$ cat config.mk
export PLATFORM = sky130hd
export DESIGN_NAME = axi_lite_arbiter
export DESIGN_NICKNAME = d
export VERILOG_FILES = /design/src/rtl/axi_lite_pkg.sv /design/src/rtl/axi_lite_arbiter_rr_pick2.sv /design/src/rtl/axi_lite_arbiter.sv
export SDC_FILE = /design/constraint.sdc
export NUM_CORES = 1
export LEC_CHECK = 0
export ABC_AREA = 1
export BUFFER_PORTS_ARGS = -buffer_cell sky130_fd_sc_hd__buf_4
export CAP_MARGIN = 15
export CORE_AREA = 2 2 140 142
export CTS_BUF_LIST = sky130_fd_sc_hd__clkbuf_16
export DETAILED_ROUTE_END_ITERATION = 10
export DIE_AREA = 0 0 142 144
export PLACE_DENSITY = 0.42
export SLEW_MARGIN = 10
export SYNTH_ARGS = -nofsm -noshare
export SYNTH_HDL_FRONTEND = slang
export SYNTH_HIERARCHICAL = 1
export SYNTH_SLANG_ARGS = --single-unit
$ cat constraint.sdc
create_clock -name clk -period 2.3 [get_ports clk]
set_clock_uncertainty 0.2 [all_clocks]
set_input_delay 0.23 -clock clk [delete_from_list [all_inputs] [get_ports clk]]
set_output_delay 0.23 -clock clk [all_outputs]
set_load 0.01 [all_outputs]
$ cat src/rtl/axi_lite_pkg.sv
// Shared types for the IFU/LSU AXI4-Lite arbiter: response codes, FSM states, master ids.
package axi_lite_pkg;

   localparam logic [1:0] RESP_OKAY   = 2'b00;
   localparam logic [1:0] RESP_SLVERR = 2'b10;

   typedef enum logic [2:0] {
      IDLE,
      RD_ADDR,
      RD_DATA,
      WR_ADDR,
      WR_RESP
   } arb_state_e;

   typedef enum logic {
      M_IFU = 1'b0,
      M_LSU = 1'b1
   } master_e;

endpackage

$ cat src/rtl/axi_lite_arbiter_rr_pick2.sv
// Two-requester round-robin selector: on a tie the requester that did not win last time gets the grant.
module rr_pick2
   import axi_lite_pkg::*;
(
   input  logic [1:0] req,
   input  master_e    last,
   output master_e    grant
);

   always_comb begin
      grant = M_IFU;
      if (req[1] && (!req[0] || last == M_IFU)) begin
         grant = M_LSU;
      end
   end

endmodule

$ cat src/rtl/axi_lite_arbiter.sv
// Shares one AXI4-Lite master port between the IFU (read-only) and the LSU (read/write),
// one outstanding transaction at a time, granted round-robin and held until the response completes.
//
// state   | meaning
// IDLE    | no grant; arbitrate among ifu_arvalid, lsu_arvalid, lsu_awvalid
// RD_ADDR | forward granted master's AR channel downstream
// RD_DATA | route R channel back to the granted master
// WR_ADDR | forward LSU AW and W in parallel, each until its own handshake
// WR_RESP | route B channel back to the LSU
module axi_lite_arbiter
   import axi_lite_pkg::*;
#(
   parameter int ADDR_W = 32,
   parameter int DATA_W = 32
) (
   input  logic                clk,
   input  logic                rst,

   input  logic [ADDR_W-1:0]   ifu_araddr,
   input  logic                ifu_arvalid,
   output logic                ifu_arready,
   output logic [DATA_W-1:0]   ifu_rdata,
   output logic [1:0]          ifu_rresp,
   output logic                ifu_rvalid,
   input  logic                ifu_rready,

   input  logic [ADDR_W-1:0]   lsu_araddr,
   input  logic                lsu_arvalid,
   output logic                lsu_arready,
   output logic [DATA_W-1:0]   lsu_rdata,
   output logic [1:0]          lsu_rresp,
   output logic                lsu_rvalid,
   input  logic                lsu_rready,
   input  logic [ADDR_W-1:0]   lsu_awaddr,
   input  logic                lsu_awvalid,
   output logic                lsu_awready,
   input  logic [DATA_W-1:0]   lsu_wdata,
   input  logic [DATA_W/8-1:0] lsu_wstrb,
   input  logic                lsu_wvalid,
   output logic                lsu_wready,
   output logic [1:0]          lsu_bresp,
   output logic                lsu_bvalid,
   input  logic                lsu_bready,

   output logic [ADDR_W-1:0]   arb_araddr,
   output logic                arb_arvalid,
   input  logic                arb_arready,
   input  logic [DATA_W-1:0]   arb_rdata,
   input  logic [1:0]          arb_rresp,
   input  logic                arb_rvalid,
   output logic                arb_rready,
   output logic [ADDR_W-1:0]   arb_awaddr,
   output logic                arb_awvalid,
   input  logic                arb_awready,
   output logic [DATA_W-1:0]   arb_wdata,
   output logic [DATA_W/8-1:0] arb_wstrb,
   output logic                arb_wvalid,
   input  logic                arb_wready,
   input  logic [1:0]          arb_bresp,
   input  logic                arb_bvalid,
   output logic                arb_bready
);

   arb_state_e state_q, state_d;
   master_e    grant_q, grant_d;
   master_e    last_q, last_d;
   master_e    pick;
   logic       aw_done_q, aw_done_d;
   logic       w_done_q, w_done_d;
   logic       aw_fire, w_fire;
   logic       any_req;

   assign any_req = ifu_arvalid | lsu_arvalid | lsu_awvalid;

   rr_pick2 u_pick (
      .req   ({lsu_arvalid | lsu_awvalid, ifu_arvalid}),
      .last  (last_q),
      .grant (pick)
   );

   always_ff @(posedge clk or negedge rst) begin
      if (!rst) begin
         state_q   <= IDLE;
         grant_q   <= M_IFU;
         last_q    <= M_LSU;
         aw_done_q <= 1'b0;
         w_done_q  <= 1'b0;
      end else begin
         state_q   <= state_d;
         grant_q   <= grant_d;
         last_q    <= last_d;
         aw_done_q <= aw_done_d;
         w_done_q  <= w_done_d;
      end
   end

   always_comb begin
      state_d     = state_q;
      grant_d     = grant_q;
      last_d      = last_q;
      aw_done_d   = aw_done_q;
      w_done_d    = w_done_q;
      aw_fire     = 1'b0;
      w_fire      = 1'b0;

      ifu_arready = 1'b0;
      ifu_rdata   = '0;
      ifu_rresp   = '0;
      ifu_rvalid  = 1'b0;
      lsu_arready = 1'b0;
      lsu_rdata   = '0;
      lsu_rresp   = '0;
      lsu_rvalid  = 1'b0;
      lsu_awready = 1'b0;
      lsu_wready  = 1'b0;
      lsu_bresp   = '0;
      lsu_bvalid  = 1'b0;
      arb_araddr  = '0;
      arb_arvalid = 1'b0;
      arb_rready  = 1'b0;
      arb_awaddr  = '0;
      arb_awvalid = 1'b0;
      arb_wdata   = '0;
      arb_wstrb   = '0;
      arb_wvalid  = 1'b0;
      arb_bready  = 1'b0;

      case (state_q)
         IDLE: begin
            // Grant is registered here, so downstream valid appears one cycle after the request.
            if (any_req) begin
               grant_d = pick;
               state_d = (pick == M_LSU && lsu_awvalid) ? WR_ADDR : RD_ADDR;
            end
         end

         RD_ADDR: begin
            if (grant_q == M_IFU) begin
               arb_araddr  = ifu_araddr;
               arb_arvalid = ifu_arvalid;
               ifu_arready = arb_arready;
               if (ifu_arvalid && arb_arready) state_d = RD_DATA;
            end else begin
               arb_araddr  = lsu_araddr;
               arb_arvalid = lsu_arvalid;
               lsu_arready = arb_arready;
               if (lsu_arvalid && arb_arready) state_d = RD_DATA;
            end
         end

         RD_DATA: begin
            if (grant_q == M_IFU) begin
               ifu_rdata  = arb_rdata;
               ifu_rresp  = arb_rresp;
               ifu_rvalid = arb_rvalid;
               arb_rready = ifu_rready;
               if (arb_rvalid && ifu_rready) begin
                  last_d  = M_IFU;
                  state_d = IDLE;
               end
            end else begin
               lsu_rdata  = arb_rdata;
               lsu_rresp  = arb_rresp;
               lsu_rvalid = arb_rvalid;
               arb_rready = lsu_rready;
               if (arb_rvalid && lsu_rready) begin
                  last_d  = M_LSU;
                  state_d = IDLE;
               end
            end
         end

         WR_ADDR: begin
            arb_awaddr  = lsu_awaddr;
            arb_awvalid = lsu_awvalid & ~aw_done_q;
            lsu_awready = arb_awready & ~aw_done_q;
            arb_wdata   = lsu_wdata;
            arb_wstrb   = lsu_wstrb;
            arb_wvalid  = lsu_wvalid & ~w_done_q;
            lsu_wready  = arb_wready & ~w_done_q;
            aw_fire     = lsu_awvalid & ~aw_done_q & arb_awready;
            w_fire      = lsu_wvalid & ~w_done_q & arb_wready;
            if ((aw_done_q | aw_fire) && (w_done_q | w_fire)) begin
               aw_done_d = 1'b0;
               w_done_d  = 1'b0;
               state_d   = WR_RESP;
            end else begin
               aw_done_d = aw_done_q | aw_fire;
               w_done_d  = w_done_q | w_fire;
            end
         end

         WR_RESP: begin
            lsu_bresp  = arb_bresp;
            lsu_bvalid = arb_bvalid;
            arb_bready = lsu_bready;
            if (arb_bvalid && lsu_bready) begin
               last_d  = M_LSU;
               state_d = IDLE;
            end
         end

         default: state_d = IDLE;
      endcase
   end

endmodule

; ---- After elaboration in Yosys (flattened, before gate mapping)
; Index checks and enable logic that the tools add are counted.
[totals]
output_inout_bits = 182
inputBits = 182
wordCells = 96
reg_bits = 7
[op_classes]
n_reduce_logical = 15
bitwise_logic = 14
mux = 51
n_eq_ne = 11
[ops]
columns = op, count
row1 = $mux W32, 8
row2 = $mux W3, 9
row3 = $mux W1, 25
row4 = $pmux W3 S5, 1
row5 = $mux W2, 6
row6 = $ne A3 B3 Y1 const B, 4
row7 = $logic_and A1 B1 Y1, 8
row8 = $reduce_and A7 Y1, 1
row9 = $and A1 B1 Y1, 6
row10 = $eq A3 B2 Y1 const B, 2
row11 = $ne A2 B2 Y1 const B, 3
row12 = $or A1 B1 Y1, 5
row13 = $mux W4, 1
row14 = $reduce_and A4 Y1, 1
row15 = $eq A3 B1 Y1 const B, 1
row16 = $eq A3 B3 Y1 const B, 1
row17 = $logic_not A3 Y1, 1
row18 = $not A1 Y1, 3
row19 = $pmux W1 S2, 1
row20 = $reduce_and A2 Y1, 1
row21 = $reduce_bool A2 Y1, 1
row22 = $logic_not A1 Y1, 1
row23 = $logic_or A1 B1 Y1, 1

; ---- Logic depth before layout (Yosys ltp)
[depth]
word_depth = 8
depth_mapped = 10
depth_no_buf = 9

; ---- Hierarchy
; The synthesis kept the hierarchy.
[modules_own_cells]
columns = module, area_each_um2, cells_each, seq_area_each_um2, n_inst
row1 = axi_lite_arbiter, 2043.2, 455, 176.4, 1
row2 = rr_pick2, 12.5, 2, 0.0, 1

; ---- Worst setup path before layout
; No wires, ideal clock.
[synth_path]
path_type = register to output
start = reg state_q[1]
end = out arb_araddr[22]
stages_incl_launch_ff = 7
t_arrival_ps = 1207
path_buffers = 1
setup_slack_ps = 663
t_required_ps = 1870
path_cell_list = dfrtp_1 inv_1 nand2_1 nor2_1 inv_2 buf_6 a21oi_1
[synth_via]
elab_chain_cells = 2
[synth_rtl]
columns = element, line
row1 = from (decl), axi_lite_arbiter.sv:64  ; arb_state_e state_q, state_d;
row2 = from (signal assigned), axi_lite_arbiter.sv:89  ; state_q <= state_d;
row3 = $eq A3 B1 Y1, axi_lite_arbiter.sv:128  ; case (state_q)
row4 = $mux W32, axi_lite_arbiter.sv:128
row5 = to (decl), axi_lite_arbiter.sv:45  ; output logic [ADDR_W-1:0] arb_araddr,
; No other way between the ends.

; ---- Worst setup path in the final report
[layout_path]
start = reg state_q[1]
end = out arb_araddr[1]
; Same word-level chain as after synthesis.

==> impl_metrics.ini <==
[critical_path]
worstPathCellList = inv_1 -> nand2_1 -> nor2_1 -> inv_4 -> a21oi_1 -> buf_4
start_kind = flop
arrival_ns = 1.70
path_buf_inv = 3
required_ns = 1.87
cp_top_family = buffers and inverters
slowest_delay_ns = 0.40
crit_path_end_kind = output port
cp_max_fo = 35
slowest_stage = dfrtp_1
critPathKind = flop to output port

[clocking]
cts.path.max_buffers = 2
root_buffer = clkbuf_16
cts_made_buffers = 3
clk_pin_slew_ns = 0.04
clkLatencyLatePin_ns = 0.23
clock_sinks = 7
cts_tree = yes
h-tree-depth = 1

[floorplan]
pin_count = 364
initial_core_util_pct = 10.77
die_x_um = 142
die-area_sq_um = 20450
rows = 51
design.core.area_sq_um = 19080
die_h_um = 144

[logic_synthesis]
synthCells = 457
yosys_warnings = 6
synth_flop_cell = dfrtp_1
synth.yosys.seq_area_share_pct = 8.582
synth_edf_count = 0
synth_seq_cells = 7
synth.distinct_cells = 23
synth_area_sq_um = 2056
syn_area_per_cell_sq_um = 4.498
async_flop_share_pct = 100.0
syn_nets = 639

[power_and_ir_drop]
worst_ir_drop_vdd_v = 0.0003051
p_per_area_nw_per_um2 = 735.9
p_leak_nw = 3.308

[sta]
worstMarginPinSlew_ns = 0.3848
min_period_ns = 2.130
relSlewSlack_pct = 74.35
setup_slack_ns = 0.1698
fmax_mhz = 469.4
setup_viol = 0
slew_viol_final = 0
fin_tns_setup_ns = 0
rsz0062_at_grt = no
min_period_over_period_pct = 92.62
finalHoldViolations = 0

[finish]
fin_nets = 991
layout_commonest_cell = buf_4
area_growth_syn_to_layout_pct = 147.8
layout_common_cells = buf_4 (367), nor2_1 (150), inv_1 (119)
num_antenna_cells = 0
drive_above_1_share_pct = 47.65
fin_cells = 1046

[drt]
antenna_left = 0
dr_total_vias = 3720
drc_errors = 0
drt_iter0_drc = 147
post_drt_wl_per_cell_um = 11.66
routed_wl_mm = 12.19
dr.pass1.iters = 4
viasPerCell = 3.556

[global_routing]
track_usage_pct = 10.08
antenna_found_initial = 0
grt_max_degree = 38
grt_pass1_wl_mm = 16.65
grt_pass1_vias = 3118
overflow = 0

[run]
drv_cap = 0

[placement]
place_ws_ns = 0.3337
dp.cells = 1041
dp_hpwl_mm = 10.35
numPortBuffers = 363
routabilityCongestion = 0.8037

[min_path]
hold_path_class = input pin to flop

[run_status]
status = finished clean
==> per-stage QoR <==
stage	cell area, sq um	hold slack [ns]	power [mW]	util (%)
global placement	5000	-0.1476	3.546	26.21
CTS	5089	0.1222	3.813	26.67
finish	5094	0.1176	3.749	26.70
global route	5094	0.1532	4.115	26.70
floorplan	2056	-0.2656	1.936	-
detailed placement	5000	-0.1493	3.504	26.21
==> flip-flops by register name (all words and copies together) (netlist names) <==
signal     count
w_done_q       1
state_q        3
grant_q        1
last_q         1
aw_done_q      1
==> cell type report <==
cell class | count | area, sq um
fillers | 2185 | 13990
repair buffers | 371 | 2825
multi-input cells | 305 | 1256
inverters | 121 | 459.2
well taps | 238 | 297.8
flip-flops and latches | 7 | 176.4
clock buffers | 3 | 75.07
clock inverters | 1 | 3.754
==> cell families (layout without fill, tap and decap cells) <==
kind of cell	Yosys count	count (layout)	synth area share, %
AO/OA/AOI/OAI	44	44	11.02
buffers and inverters	145	496	30.31
flip-flops	7	7	8.582
AND/OR/NAND/NOR	261	261	50.09
==> worst register-to-register path: cells and delay by family (launching register included) <==
family | cells | cell delay (ns)
buffers and inverters | 3 | 0.43
flip-flops | 1 | 0.42
AND/OR/NAND/NOR | 7 | 0.50
==> power breakdown <==
group	internal, mW	switching (mW)	total (mW)	leakage (nW)
Combinational	1.44	1.75	3.20	3.18
Sequential	0.186	0.0775	0.264	0.0859
Clock	0.226	0.0636	0.289	0.0423
==> what timing repair did <==
item,in CTS,in global routing
setup buffers,0,0
hold buffers,1,0
hold endpoints to repair,7,0
endpoints found under the setup margin,0,68
resized for setup,0,4
==> routing by layer <==
| layer | up-vias | part of all wire (%) | track usage, % |
|---|---|---|---|
| li1 | 1991 | - | - |
| met1 | 1585 | 39 | 12.04 |
| met2 | 136 | 55 | 19.48 |
| met3 | 8 | 5.5 | 0.8940 |
| met4 | 0 | 1.1 | 2.211 |
| met5 | - | 0 | 0 |
==> final timing paths <==
check	slack (ns)	cells after the start	endpoint	start
setup / recovery	0.17	6	arb_araddr[1]	state_q[1]
hold / removal	0.12	3	w_done_q	arb_wready
setup reg to reg	0.62	10	state_q[0]	grant_q
hold reg to reg	0.31	2	last_q	last_q
max in group asynchronous	1.50	2	last_q	rst
min in group asynchronous	0.19	2	aw_done_q	rst
==> cells in the mapped netlist (all sizes together) (3+ instances only) <==
| library cell | n | area, sq um |
|---|---|---|
| o21ai | 3 | 15.01 |
| inv | 121 | 454.2 |
| nand2 | 99 | 379.1 |
| a21oi | 39 | 198.9 |
| nand3 | 4 | 20.02 |
| nor3 | 4 | 36.29 |
| dfrtp | 6 | 150.1 |
| clkbuf | 6 | 22.52 |
| buf | 18 | 146.4 |
| nor2 | 152 | 580.6 |
Note: power is estimated with default switching activity, not from simulation.
